==> src/rtl/regfile_scb.sv <==
// regfile_scb -- register file with per-register busy (pending-write) scoreboard.
//
// Holds NREG = 2**AW registers of DW bits. It has one write port and two
// combinational read ports. Each register also has a busy bit. "mark" sets the
// bit when a multi-cycle op is issued, and a write to that register clears it.
//
// Parameters:
//   DW       data width
//   AW       address width (NREG = 2**AW)
//   BYPASS   1: a same-cycle write is forwarded to the read ports
//   ZERO_R0  1: register 0 reads as zero and ignores writes and marks
//
// Ports:
//   clk                 rising-edge clock
//   rst_n               synchronous active-low reset (clears data and busy bits)
//   we, waddr, wdata    write port
//   raddr1, raddr2      read addresses
//   rdata1, rdata2      read data (combinational)
//   mark, mark_addr     set busy bit of mark_addr
//   busy1, busy2        busy status of raddr1 / raddr2 (combinational)
module regfile_scb #(
    parameter int DW      = 32,
    parameter int AW      = 5,
    parameter bit BYPASS  = 1'b1,
    parameter bit ZERO_R0 = 1'b1
) (
    input  logic          clk,
    input  logic          rst_n,
    input  logic          we,
    input  logic [AW-1:0] waddr,
    input  logic [DW-1:0] wdata,
    input  logic [AW-1:0] raddr1,
    input  logic [AW-1:0] raddr2,
    output logic [DW-1:0] rdata1,
    output logic [DW-1:0] rdata2,
    input  logic          mark,
    input  logic [AW-1:0] mark_addr,
    output logic          busy1,
    output logic          busy2
);

    localparam int unsigned NREG = 2 ** AW;

    logic [DW-1:0]   mem [NREG];
    logic [NREG-1:0] busy;

    logic wr_ok;
    logic mark_ok;

    assign wr_ok   = we   && !(ZERO_R0 && (waddr == '0));
    assign mark_ok = mark && !(ZERO_R0 && (mark_addr == '0));

    always_ff @(posedge clk) begin
        if (!rst_n) begin
            for (int unsigned i = 0; i < NREG; i++) begin
                mem[i] <= '0;
            end
            busy <= '0;
        end else begin
            if (wr_ok) begin
                mem[waddr] <= wdata;
            end
            // A mark to the same register as the write wins, so the bit stays set.
            for (int unsigned i = 0; i < NREG; i++) begin
                if (mark_ok && (mark_addr == AW'(i))) begin
                    busy[i] <= 1'b1;
                end else if (we && (waddr == AW'(i))) begin
                    busy[i] <= 1'b0;
                end
            end
        end
    end

    // Read port 1
    always_comb begin
        rdata1 = '0;
        busy1  = 1'b0;
        if (!rst_n) begin
            rdata1 = '0;
            busy1  = 1'b0;
        end else if (ZERO_R0 && (raddr1 == '0)) begin
            rdata1 = '0;
            busy1  = 1'b0;
        end else if (BYPASS && we && (raddr1 == waddr)) begin
            rdata1 = wdata;
            busy1  = mark && (mark_addr == raddr1);
        end else begin
            rdata1 = mem[raddr1];
            busy1  = busy[raddr1];
        end
    end

    // Read port 2
    always_comb begin
        rdata2 = '0;
        busy2  = 1'b0;
        if (!rst_n) begin
            rdata2 = '0;
            busy2  = 1'b0;
        end else if (ZERO_R0 && (raddr2 == '0)) begin
            rdata2 = '0;
            busy2  = 1'b0;
        end else if (BYPASS && we && (raddr2 == waddr)) begin
            rdata2 = wdata;
            busy2  = mark && (mark_addr == raddr2);
        end else begin
            rdata2 = mem[raddr2];
            busy2  = busy[raddr2];
        end
    end

endmodule
==> config.mk <==
export PLATFORM = sky130hd
export DESIGN_NAME = regfile_scb
export DESIGN_NICKNAME = d
export VERILOG_FILES = /design/src/rtl/regfile_scb.sv
export SDC_FILE = /design/constraint.sdc
export NUM_CORES = 2
export LEC_CHECK = 0
export CAP_MARGIN = 20
export CELL_PAD_IN_SITES_DETAIL_PLACEMENT = 0
export CELL_PAD_IN_SITES_GLOBAL_PLACEMENT = 1
export CORE_ASPECT_RATIO = 1.1
export CORE_UTILIZATION = 40
export CTS_CLUSTER_SIZE = 10
export DETAILED_ROUTE_END_ITERATION = 16
export MAX_ROUTING_LAYER = met4
export PLACE_DENSITY_LB_ADDON = 0.1
export SLEW_MARGIN = 20
export SYNTH_ARGS = -nofsm -noshare
export SYNTH_HDL_FRONTEND = slang
export SYNTH_SLANG_ARGS = --single-unit
==> constraint.sdc <==
create_clock -name clk -period 13.25 [get_ports clk]
set_clock_uncertainty 0.2 [all_clocks]
set_input_delay 2.65 -clock clk [delete_from_list [all_inputs] [get_ports clk]]
set_output_delay 2.65 -clock clk [all_outputs]
set_load 0.01 [all_outputs]
==> flow_summary.toml <==
[status]
status = "completed"

[timing]
finalSetupViolCount = 0
relSlewSlack_pct = 14.7
timing.hold.ws_ns = 0.259
rsz0062_at_grt = "no"
fmaxAchievable_mhz = 102
drv_slew = 0
min_period_ns = 9.82
worstMarginPinSlew_ns = 1.28
fin_setup_tns_ns = 0
final.period_utilization_pct = 74.1
finalHoldViolCount = 0

[global_routing]
antenna_found_initial = 17
grt_max_degree = 119
grtUsageTotal_pct = 31.7
overflow = 0
grt_pass1_vias = 37100
grt_pass1_wl_um = 306000

[setup_path]
required_ns = 10.40
timing.rr.end = "busy[28]"
cp-end-kind = "output pin"
critPathKind = "in -> out"
cpLargestDelayFamily = "buffers and inverters"
path_cells = "clkdlybuf4s50_1 -> xnor2_1 -> nand4_1 -> or2_2 -> buf_4 -> nand2_1 -> o31ai_1 -> clkdlybuf4s50_1"
slowest_stage = "o31ai_1"
crit_path_frequent_cell = "clkdlybuf4s50_1"
cp_max_fo = 41
worstPathArrival_ns = 6.97
regToRegSetupSlack_ns = 12.35
worst_r2r_path_depth = 2
cp_num_cells = 8
path_buf_inv = 3
slowest_delay_ns = 1.06
start_kind = "input port"
regToRegStartpoint = "busy[28]"

[synthesis]
syn_inst = 4034
synth_edf_count = 1024
avgSynthCellArea_um2 = 14.2
async_flop_share_pct = 0
synth_seq_cells = 1056
ys_seq_area_share_pct = 54.6
yosysMostFrequentCell = "edfxtp_1"
synthTopCellsByArea = "edfxtp_1 (54%), mux4_2 (17%), and2_1 (11%), mux2i_1 (3.2%), clkbuf_1 (2.0%)"
ys.flop_type = "edfxtp_1"
synth_cell_types = 66
yosys.area.top_type = "edfxtp_1"
synth_top_area_share_pct = 53.5
synth_warnings = 0
synth_commonest_cells = "edfxtp_1 (1024), and2_1 (995), mux4_2 (433)"
syn_area_mm2 = 0.0575

[cts]
cts-hold-fix-buffers = 0
numCtsBuffers = 121
path_clk_slew_ns = 0.06
clock-root-buffer = "clkbuf_16"
cts_buffer_depth = 3
ctsResizeCount = 0
h-tree-depth = 3
cts_setup_buffers = 0
cts_sinks = 1056
clock_latency_ns = 0.74
tritoncts = "yes"

[detailed_routing]
drc = 0
via_per_inst = 6.23
via_count = 37500
dr.first_iter.drc_count = 4907
final_antenna_net_count = 0
wl_per_cell_um = 37.1
wirelength_um = 223000
firstDrtPassIters = 6

[die]
die-area_mm2 = 0.145
die_w_um = 363
initial_core_util_pct = 40.4
io_pins = 122
fp.coreArea_mm2 = 0.142
rows = 145
die_y_um = 400

[power]
peakVddDrop_mv = 0.124
power.leakage_nw = 21.7
p_total_mw = 8.08
p_per_area_mw_per_mm2 = 126

[placement]
place_congestion = 0.893
dpl.hpwl_um = 128000
port_buffers = 121

[min_path]
min_path_cells = 2
hold_class = "reg -> reg"
hold_path_end = "busy[0]"
min_from = "busy[0]"

[cells_and_area]
area_delta_synth_final_pct = 11.7
final_core_util_pct = 45.1
num-nets-final = 4081
drive_gt1_share_pct = 20.7

[flow_run]
cap_viol_max_count = 0
-- state kept, by name, summed over array words and instances, names as in the netlist --
name,count
busy,32
mem,1024
-- layer usage --
metal,track usage (%),vias up,share of wire (%)
met2,50.2,1875,48
met5,-,-,0
met1,41.7,19700,40
li1,-,15500,-
met3,4.49,409,8.0
met4,11.6,0,3.7
-- report_power, final --
part | switching [mW] | leakage, nW | internal (mW)
clock network | 1.38 | 1.64 | 1.68
registers | 0.0851 | 10.0 | 3.85
logic | 0.673 | 10.0 | 0.413
-- cell families after synthesis --
kind of cell / share of synthesized area [%]
other: 0.00652
DFF: 54.6
AOI/OAI and AO/OA: 6.37
buffers and inverters: 3.86
xor gates and xnor gates: 0.305
and+or+nand+nor: 14.2
muxes: 20.6
-- worst max path at each step --
stage	startpoint	to	slack [ns]
6_report	waddr[1]	rdata1[8]	3.43
5_1_grt	waddr[1]	rdata1[8]	3.48
4_1_cts	raddr1[2]	rdata1[8]	3.23
3_5_place_dp	raddr1[2]	rdata1[8]	3.30
3_3_place_gp	raddr1[2]	rdata1[8]	3.32
2_1_floorplan	raddr2[0]	busy2	6.15
-- cell usage in the layout (no fill, tap or decap), types with 8 or more instances in the layout --
cell	count
edfxtp_1	1024
and2_1	993
mux4_2	433
mux2i_1	181
buf_4	152
clkbuf_16	123
clkdlybuf4s50_1	109
nor2_1	105
a22oi_1	92
o21ai_0	75
o22ai_1	71
nor3_1	59
nand2_1	55
clkbuf_1	46
a221oi_1	42
nor2_4	33
and4b_1	32
dfxtp_1	32
conb_1	32
o21ai_1	28
nand3_1	23
a21oi_1	22
a221oi_2	20
nand2b_1	20
o21ai_4	20
a221o_1	19
a211o_1	17
a41oi_1	15
nand2_2	13
xnor2_1	12
nand4_1	11
nor2b_1	11
diode_2	10
mux4_1	10
o221ai_1	10
o32a_1	10
clkinv_1	10
xor2_1	8
-- cell type report --
cell class / instances / area [µm²]
repair buffers: 275 / 2420
well taps: 1911 / 2390
fillers: 12500 / 78000
clock inverters: 18 / 125
inverters: 9 / 35.0
diodes: 10 / 25.0
multi-input cells: 2562 / 24600
flip-flops and latches: 1056 / 31400
clock buffers: 170 / 3260
-- metrics by stage --
step                      instance area, µm²  instances  worst slack [ns]
final                                  64200       6011              3.43
after global routing                   64200       6004              3.48
after CTS                              64200       6000              3.23
after detailed placement               60800       5812              3.30
after global placement                 60800       5812              3.32
after floorplan                        57600       4065              6.15
-- worst min-delay path: cells and delay by family (launching register included) --
| family | cells | cell delay, ns |
|---|---|---|
| AO/OA/AOI/OAI | 1 | 0.04 |
| flip-flops | 1 | 0.32 |
| AND/OR/NAND/NOR | 1 | 0.06 |
(Power assumes the default switching activity.)
